**src/rtl/fetch_stage_pkg.sv**
```systemverilog
// Shared types and constants for the instruction-fetch stage and its decode interface.
package fetch_stage_pkg;

    // addi x0, x0, 0
    localparam logic [31:0] NOP_INSTR = 32'h0000_0013;

    typedef enum logic [1:0] {
        FETCH   = 2'd0,
        DISCARD = 2'd1,
        FAULT   = 2'd2
    } fetch_state_t;

    // Control coming back from decode/execute into fetch.
    typedef struct packed {
        logic        redirect;
        logic [31:0] redirect_pc;
        logic        stall;
    } fetch_in_type;

    // What fetch presents to decode.
    typedef struct packed {
        logic        valid;
        logic [31:0] pc;
        logic [31:0] instr;
        logic        misaligned;
    } fetch_out_type;

    // Decode consumes exactly what fetch presents.
    typedef fetch_out_type decode_in_type;

    // RV32I without the C extension requires word-aligned targets.
    function automatic logic is_misaligned(input logic [1:0] addr_lsb);
        return addr_lsb != 2'b00;
    endfunction

endpackage

```
**src/rtl/fetch_fifo.sv**
```systemverilog
// Prefetch FIFO of {pc, instr} pairs; flush empties it in one cycle.
module fetch_fifo
    import fetch_stage_pkg::*;
#(
    parameter int DEPTH = 4
) (
    input  logic                   i_clock,
    input  logic                   i_rst_n,
    input  logic                   i_push,
    input  logic                   i_pop,
    input  logic                   i_flush,
    input  logic [31:0]            i_pc,
    input  logic [31:0]            i_instr,
    output logic [31:0]            o_head_pc,
    output logic [31:0]            o_head_instr,
    output logic                   o_full,
    output logic                   o_empty,
    output logic [$clog2(DEPTH):0] o_count
);

    localparam int AW = $clog2(DEPTH);
    localparam logic [AW:0] DEPTH_C = (AW+1)'(DEPTH);

    logic [31:0]   r_pc_mem    [DEPTH];
    logic [31:0]   r_instr_mem [DEPTH];
    logic [AW-1:0] r_wr_ptr;
    logic [AW-1:0] r_rd_ptr;
    logic [AW:0]   r_count;

    // Storage write at the tail; storage needs no reset because count gates visibility.
    always_ff @(posedge i_clock) begin
        if (i_push && !i_flush) begin
            r_pc_mem[r_wr_ptr]    <= i_pc;
            r_instr_mem[r_wr_ptr] <= i_instr;
        end
    end

    // Pointer and occupancy tracking; flush wins over push/pop.
    always_ff @(posedge i_clock or negedge i_rst_n) begin
        if (!i_rst_n) begin
            r_wr_ptr <= '0;
            r_rd_ptr <= '0;
            r_count  <= '0;
        end else if (i_flush) begin
            r_wr_ptr <= '0;
            r_rd_ptr <= '0;
            r_count  <= '0;
        end else begin
            if (i_push) r_wr_ptr <= r_wr_ptr + 1'b1;
            if (i_pop)  r_rd_ptr <= r_rd_ptr + 1'b1;
            r_count <= r_count + (AW+1)'(i_push) - (AW+1)'(i_pop);
        end
    end

    assign o_head_pc    = r_pc_mem[r_rd_ptr];
    assign o_head_instr = r_instr_mem[r_rd_ptr];
    assign o_full       = (r_count == DEPTH_C);
    assign o_empty      = (r_count == '0);
    assign o_count      = r_count;

endmodule

```
**src/rtl/fetch_stage.sv**
```systemverilog
// RV32I instruction-fetch stage: one outstanding memory read, prefetch FIFO, redirect handling.
//
// Handshakes: imem_valid/imem_addr are registered and held until a cycle with
// imem_ready=1, which completes the request and carries imem_rdata. Towards decode,
// valid marks a real entry; it is consumed in any cycle with valid & !stall & !redirect.
module fetch_stage
    import fetch_stage_pkg::*;
#(
    parameter logic [31:0] RESET_PC = 32'h0000_0000,
    parameter int          DEPTH    = 4
) (
    input  logic         clock,
    input  logic         reset,
    output logic         imem_valid,
    output logic [31:0]  imem_addr,
    input  logic         imem_ready,
    input  logic [31:0]  imem_rdata,
    input  logic         redirect,
    input  logic [31:0]  redirect_pc,
    input  logic         stall,
    output logic         valid,
    output logic [31:0]  pc,
    output logic [31:0]  instr,
    output logic         misaligned,
    output fetch_state_t dbg_state
);

    localparam int CW = $clog2(DEPTH) + 1;
    localparam logic [CW-1:0] DEPTH_C = CW'(DEPTH);

    fetch_in_type  w_in;
    fetch_out_type w_out;

    fetch_state_t  r_state, w_state_next;
    logic          r_imem_valid, w_imem_valid_next;
    logic [31:0]   r_imem_addr, w_imem_addr_next;
    logic [31:0]   r_target, w_target_next;

    logic          w_push, w_pop, w_flush;
    logic          w_full, w_empty;
    logic [CW-1:0] w_count, w_count_next;
    logic [31:0]   w_head_pc, w_head_instr;
    logic          w_outstanding_after;

    assign w_in = '{redirect: redirect, redirect_pc: redirect_pc, stall: stall};

    fetch_fifo #(.DEPTH(DEPTH)) u_fifo (
        .i_clock      (clock),
        .i_rst_n      (reset),
        .i_push       (w_push),
        .i_pop        (w_pop),
        .i_flush      (w_flush),
        .i_pc         (r_imem_addr),
        .i_instr      (imem_rdata),
        .o_head_pc    (w_head_pc),
        .o_head_instr (w_head_instr),
        .o_full       (w_full),
        .o_empty      (w_empty),
        .o_count      (w_count)
    );

    // Next-state, request and FIFO control; a redirect overrides everything else.
    always_comb begin
        w_state_next      = r_state;
        w_imem_valid_next = r_imem_valid;
        w_imem_addr_next  = r_imem_addr;
        w_target_next     = r_target;
        w_push            = 1'b0;
        w_pop             = 1'b0;
        w_flush           = 1'b0;
        w_count_next      = w_count;
        // A request survives this cycle only if it was not completed now.
        w_outstanding_after = r_imem_valid && !imem_ready;

        if (w_in.redirect) begin
            w_flush       = 1'b1;
            w_target_next = w_in.redirect_pc;
            if (w_outstanding_after) begin
                // Keep the old request on the bus until memory finishes it.
                w_state_next = DISCARD;
            end else if (is_misaligned(w_in.redirect_pc[1:0])) begin
                w_state_next      = FAULT;
                w_imem_valid_next = 1'b0;
            end else begin
                w_state_next      = FETCH;
                w_imem_valid_next = 1'b1;
                w_imem_addr_next  = w_in.redirect_pc;
            end
        end else begin
            case (r_state)
                FETCH: begin
                    w_pop        = !w_empty && !w_in.stall;
                    w_push       = r_imem_valid && imem_ready && (!w_full || w_pop);
                    w_count_next = w_count + CW'(w_push) - CW'(w_pop);
                    if (w_push) begin
                        w_imem_addr_next = r_imem_addr + 32'd4;
                    end
                    // Only request when the word is guaranteed a slot on arrival.
                    if (w_push || !r_imem_valid) begin
                        w_imem_valid_next = (w_count_next < DEPTH_C);
                    end
                end
                DISCARD: begin
                    if (imem_ready) begin
                        if (is_misaligned(r_target[1:0])) begin
                            w_state_next      = FAULT;
                            w_imem_valid_next = 1'b0;
                        end else begin
                            w_state_next      = FETCH;
                            w_imem_valid_next = 1'b1;
                            w_imem_addr_next  = r_target;
                        end
                    end
                end
                FAULT: begin
                    w_imem_valid_next = 1'b0;
                end
                default: begin
                    w_state_next      = FETCH;
                    w_imem_valid_next = 1'b0;
                end
            endcase
        end
    end

    // State and request registers; reset abandons any outstanding request.
    always_ff @(posedge clock or negedge reset) begin
        if (!reset) begin
            r_state      <= FETCH;
            r_imem_valid <= 1'b0;
            r_imem_addr  <= RESET_PC;
            r_target     <= 32'd0;
        end else begin
            r_state      <= w_state_next;
            r_imem_valid <= w_imem_valid_next;
            r_imem_addr  <= w_imem_addr_next;
            r_target     <= w_target_next;
        end
    end

    // Decode-facing view: a fault entry, the FIFO head, or a nop bubble.
    always_comb begin
        w_out = '{valid: 1'b0, pc: 32'd0, instr: NOP_INSTR, misaligned: 1'b0};
        if (r_state == FAULT) begin
            w_out.valid      = 1'b1;
            w_out.misaligned = 1'b1;
            w_out.pc         = r_target;
        end else if (!w_empty) begin
            w_out.valid = 1'b1;
            w_out.pc    = w_head_pc;
            w_out.instr = w_head_instr;
        end
    end

    assign imem_valid = r_imem_valid;
    assign imem_addr  = r_imem_addr;
    assign valid      = w_out.valid;
    assign pc         = w_out.pc;
    assign instr      = w_out.instr;
    assign misaligned = w_out.misaligned;
    assign dbg_state  = r_state;

endmodule

```
**config.mk**
```make
export PLATFORM = sky130hd
export DESIGN_NAME = fetch_stage
export DESIGN_NICKNAME = d
export VERILOG_FILES = /design/src/rtl/fetch_stage_pkg.sv /design/src/rtl/fetch_fifo.sv /design/src/rtl/fetch_stage.sv
export SDC_FILE = /design/constraint.sdc
export NUM_CORES = 1
export LEC_CHECK = 0
export ABC_CLOCK_PERIOD_IN_PS = 3600
export BUFFER_PORTS_ARGS = -buffer_cell sky130_fd_sc_hd__buf_4
export CAP_MARGIN = 5
export CORE_ASPECT_RATIO = 1.5
export CORE_MARGIN = 4
export CORE_UTILIZATION = 54
export DETAILED_ROUTE_END_ITERATION = 10
export GPL_TIMING_DRIVEN = 0
export PLACE_DENSITY = 0.75
export SETUP_SLACK_MARGIN = 0.05
export SYNTH_ARGS = -nofsm -noshare
export SYNTH_HDL_FRONTEND = slang
export SYNTH_SLANG_ARGS = --single-unit
```
**constraint.sdc**
```tcl
create_clock -name clock -period 3.6 [get_ports clock]
set_input_delay 0.36 -clock clock [delete_from_list [all_inputs] [get_ports clock]]
set_output_delay 0.36 -clock clock [all_outputs]
set_load 0.05 [all_outputs]
```
Word level (Yosys, flattened, before mapping) --
Memory sizes are Yosys's and may differ from the RTL's. Index checks and enable logic that the tools add are counted.
Word-level totals: logic and storage cells 87, output and inout bits 101, memory bits (writable) 256, memories 2, input bits 69, bits in registers 74
Cells by class: mux-type cells 36, $lt $le $gt $ge 1, $add $sub $neg 7, reduce and logical (&&, ||, !) cells 24, equal/unequal tests 10
Memory list:
- u_fifo.r_instr_mem | depth 4, bits a word 32, read ports 1, clocked after Yosys merged registers in 0, write ports 1, RTL line fetch_fifo.sv:25 | logic [31:0] r_instr_mem [DEPTH];
- u_fifo.r_pc_mem | depth 4, bits a word 32, read ports 1, clocked after Yosys merged registers in 0, write ports 1, RTL line fetch_fifo.sv:24 | logic [31:0] r_pc_mem [DEPTH];
Operators with widths (count):
- $mux 32 | 7
- $mux 65 | 1
- $pmux 32 s2 | 1
- $mux 33 | 1
- $add 32x3->32 const B | 1
- $mux 2 | 9
- $mux 1 | 14
- $ne 3x3->1 const B | 4
- $reduce_bool 2->1 | 4
- $add 3x1->3 | 2
- $logic_not 1->1 | 6
- $reduce_and 6->1 | 1
- $sub 3x1->3 | 2
- $logic_and 1x1->1 | 5
- $add 2x1->2 const B | 2
- $ne 2x2->1 const B | 2
- $pmux 2 s2 | 1
- $eq 3x3->1 const B | 1
- $logic_not 3->1 | 1
- $lt 3x3->1 const B | 1
- $mux 3 | 1
- $reduce_and 3->1 | 1
- $reduce_bool 3->1 | 1
- $eq 2x1->1 const B | 1
- other kinds (7) | 8

Longest topological paths before layout --
word-level depth 11, depth in mapped cells 10

Modules after synthesis --
From an unflattened synthesis, not the netlist that was laid out.
Unflattened totals: cells, all modules 956, area total of the unflattened synthesis 14333.7 um2
By module, submodules not included:
- fetch_fifo | area an instance 9700.6 um2, cells an instance 374, times used 1
- fetch_stage | area an instance 4633.2 um2, cells an instance 582, times used 1

Worst setup path before layout --
OpenSTA, ideal clock, no wires.
path type flip-flop to flip-flop, from register r_imem_valid (netlist: imem_valid), to memory u_fifo.r_instr_mem[1][0], enable pin, setup time 0.429 ns, data arrival time 3.040 ns, stages on the path, launching flop included 4, data required time 3.171 ns, path slack 0.131 ns, clock period less this slack 3.469 ns, buffers on the path 0, path through dfrtp_1 o311ai_0 nor4_1 and2_1
On the way: cells in the longest elaborated chain, start to end 7
RTL lines:
- from (decl) | RTL line fetch_stage.sv:35 | logic r_imem_valid, w_imem_valid_next;
- from (signal assigned) | RTL line fetch_stage.sv:135 | r_imem_valid <= w_imem_valid_next;
- $logic_and 1x1->1 (2 in series) | RTL line fetch_stage.sv:93 | w_push = r_imem_valid && imem_ready && (!w_full || w_pop);
- $mux 1 | RTL line fetch_stage.sv:90 | case (r_state)
- $mux 1 | RTL line fetch_stage.sv:75 | if (w_in.redirect) begin
- $logic_and 1x1->1 | RTL line fetch_fifo.sv:32 | if (i_push && !i_flush) begin
- $mux 1 | RTL line fetch_fifo.sv:32
- $mux 1 (not written as such) | RTL line fetch_fifo.sv:34 | r_instr_mem[r_wr_ptr] <= i_instr;
- to (decl) | RTL line fetch_fifo.sv:25
Every way passes these cells.

Worst setup path after layout --
from register u_fifo.r_rd_ptr[1], to output pc[23]
On the way: cells in the longest elaborated chain, start to end 3
RTL lines:
- from (decl) | RTL line fetch_fifo.sv:27 | logic [AW-1:0] r_rd_ptr;
- from (signal assigned) | RTL line fetch_fifo.sv:50 | if (i_pop) r_rd_ptr <= r_rd_ptr + 1'b1;
- $mem_v2 4x32
- $mux 65 | RTL line fetch_stage.sv:148 | end else if (!w_empty) begin
- $mux 33 | RTL line fetch_stage.sv:144 | if (r_state == FAULT) begin
- to (decl) | RTL line fetch_stage.sv:22 | output logic [31:0] pc,
Every way passes these cells.

==> results.yml <==
pwr:
  p_per_area_nw_per_um2: 599
  power_mw: 10.1
  intPower_mw: 6.87
  ir_worst_vdd_uv: 512
  power_frac_clock: 0.299
  p_leak_nw: 6.00
  p_comb_frac: 0.208
  swShare: 0.318
  seqPwrFrac: 0.493
  power.switching_mw: 3.21
global_routing:
  grt_usage: 0.234
  overflow: 0
  grt_pass1_vias: 8964
  grt_max_degree: 75
  grt_pass1_wl_um: 51500
  antenna_found_initial: 0
yosys:
  synth.cell_area_um2: 13900
  ys_seq_area_frac: 0.689
  ys_ff_latch: 330
  synth-async-reset-ratio: 0.224
  synthCells: 857
  synth_edf_count: 256
  ys.warnings.count: 0
  synth_ff_type: "edfxtp_1"
  yosysUniqueCellTypes: 54
  syn_area_per_cell_um2: 16.2
  synth_nets: 936
timing:
  fmax_mhz: 297
  slew_headroom: 0.173
  slew_violations: 0
  finalHoldViolCount: 0
  fin_setup_tns_ns: 0
  rsz0062_at_grt: "no"
  setup_viol: 0
  timing.hold.ws_ns: 0.0166
  skew_ns: 0.0118
  tightest_slew_ns: 1.23
  finalCritPeriodShare: 0.935
  period_minus_slack_ns: 3.37
clock_tree:
  cts_setup_buffers: 0
  cts.path.max_buffers: 3
  numCtsBuffers: 29
  cts.htree.levels: 1
  clk_pin_slew_worst_paths_ns: 0.06
  clock-sinks: 330
  tritoncts: "built"
  cts_root_buf: "clkbuf_16"
  clk_latency_ns: 0.56
final_layout:
  multi_input_area_um2: 4040
  seqCellArea_um2: 9540
  nFillCells: 1845
  stdcell_count: 1438
  drive_above_1_share: 0.288
  final_util: 0.667
  diodes: 0
  area_delta_synth_final_pct: 21.5
  fin_nets: 1167
routing:
  dr_total_vias: 8738
  viasPerCell: 6.08
  first_iter_violations: 788
  drc: 0
  drtAntennaViolNets: 0
  wire_per_inst_um: 23.3
  drt-total-wl_um: 33500
  drt_pass1_iterations: 5
setup_path:
  startpoint: "u_fifo.r_rd_ptr[1]"
  cp_max_fo: 10
  cp-end-kind: "output pin"
  crit_required_ns: 3.24
  worst_setup_path_start_kind: "register"
  arrival_ns: 3.01
  r2r_start: "u_fifo.o_count[1]"
  path_class: "reg2out"
outcome:
  status: "completed"
hold_path:
  min_from: "imem_rdata[2]"
  hold_path_class: "in2reg"
place:
  place_congestion: 0.926
  hpwlAfterDp_um: 22300
  port_buffers: 169
  dp.cells: 1358
floorplanning:
  dieArea_um2: 28300
  die_h_um: 204
  die_x_um: 139
  coreArea_um2: 25200
  ios: 170
  initial_core_util: 0.549
  rows: 71
job:
  cap_violations: 0
==> power groups by stage <==
stage                     Clock, mW  Combinational [mW]  Sequential, mW
final                          3.01                2.10            4.97
after detailed placement          0                2.08            5.03
after floorplan                   0               0.851            5.39
after global routing           3.24                2.20            5.00
after CTS                      3.06                2.11            4.95
after global placement            0                2.05            5.01
==> state kept, by name, summed over array words and instances (netlist names) <==
signal              flops
u_fifo.r_instr_mem    128
imem_addr              32
dbg_state               2
u_fifo.r_rd_ptr         2
u_fifo.r_wr_ptr         2
u_fifo.o_count          3
r_target               32
imem_valid              1
u_fifo.r_pc_mem       128
==> path summary, 6_finish.rpt <==
kind / endpoint / slack (ns) / cells past startpoint
min in group asynchronous: r_target[17] / 0.49 / 2
worst max-delay path: pc[23] / 0.23 / 5
worst max register to register: u_fifo.o_count[1] / 0.62 / 8
worst min-delay path: u_fifo.r_instr_mem[0][2] / 0.02 / 1
worst min register to register: r_target[7] / 0.54 / 1
max in group asynchronous: imem_addr[1] / 2.45 / 2
==> final cells by class <==
type | count | area share
Buffer | 53 | 0.0125
Inverter | 21 | 0.00468
Timing Repair Buffer | 200 | 0.0971
Sequential cell | 330 | 0.567
Multi-Input combinational cell | 453 | 0.240
Clock buffer | 42 | 0.0484
Clock inverter | 11 | 0.00624
Tap cell | 328 | 0.0244
==> routing by layer <==
metal / global-route usage / up-vias / wire length (um)
met5: 0 / - / 0
met4: 0.0822 / 0 / 1190
met3: 0.0332 / 90 / 2090
met2: 0.418 / 382 / 17600
met1: 0.294 / 4398 / 12600
li1: - / 3868 / -
==> worst max-delay path, stage by stage (launching register included) <==
cell	delay, ns
dfrtp_1	0.34
clkbuf_1	0.60
clkbuf_1	0.67
mux4_2	0.42
a22o_1	0.22
buf_4	0.19
==> logic make-up after synthesis <==
group | count (synthesis) | share of synthesized area
DFF | 330 | 0.689
AOI/OAI and AO/OA | 174 | 0.0851
and+or+nand+nor | 173 | 0.0674
muxes | 89 | 0.124
buffers and inverters | 74 | 0.0208
adders and majority gates | 10 | 0.00957
xor gates and xnor gates | 7 | 0.00443
==> timing repair <==
item / CTS / global route
hold endpoints to repair: 116 / 0
hold buffers: 27 / 0
gates resized for setup: 0 / 3
endpoints found under the setup margin: 0 / 42
==> synthesized netlist by cell type, drive strengths merged (4+ instances only) <==
library cell | instances | area, um2
and2 | 37 | 231
o31a | 4 | 35.0
o21ai | 42 | 210
nor2b | 8 | 50.1
nand4 | 10 | 75.1
nand3 | 15 | 75.1
xnor2 | 4 | 35.0
nor2 | 37 | 139
edfxtp | 256 | 7690
nor3 | 12 | 70.1
a221oi | 8 | 70.1
and4 | 4 | 35.0
nand2b | 4 | 25.0
ha | 9 | 113
a22o | 35 | 307
a21oi | 32 | 160
a31oi | 18 | 113
mux4 | 64 | 1440
inv | 21 | 78.8
a211oi | 4 | 30.0
nand2 | 25 | 93.8
nor4 | 6 | 37.5
or3 | 5 | 31.3
buf | 12 | 53.8
dfrtp | 74 | 1850
clkbuf | 41 | 155
mux2 | 24 | 270
and3 | 5 | 31.3
==> through the flow <==
step	setup WS, ns	cell area, um2
3_5_place_dp	0.468	15600
6_report	0.234	16800
2_1_floorplan	0.131	13900
3_3_place_gp	-1.29	15500
4_1_cts	0.0957	16800
5_1_grt	0.0854	16800
==> placed cells by master (no fill, tap or decap), types with 5 or more instances in the layout <==
cell	instances
a21oi_1	32
a221oi_1	8
a22o_1	35
a31oi_1	18
and2_1	33
and3_1	5
buf_2	7
buf_4	169
clkbuf_1	49
clkbuf_16	29
dfrtp_1	74
dlygate4sd3_1	27
edfxtp_1	256
ha_1	9
inv_1	21
mux2_2	24
mux4_2	64
nand2_1	25
nand3_1	15
nand4_1	8
nor2_1	37
nor2b_1	8
nor3_1	9
nor4_1	6
o21ai_0	42
or3_1	5
Power figures use the tool's default switching activity.
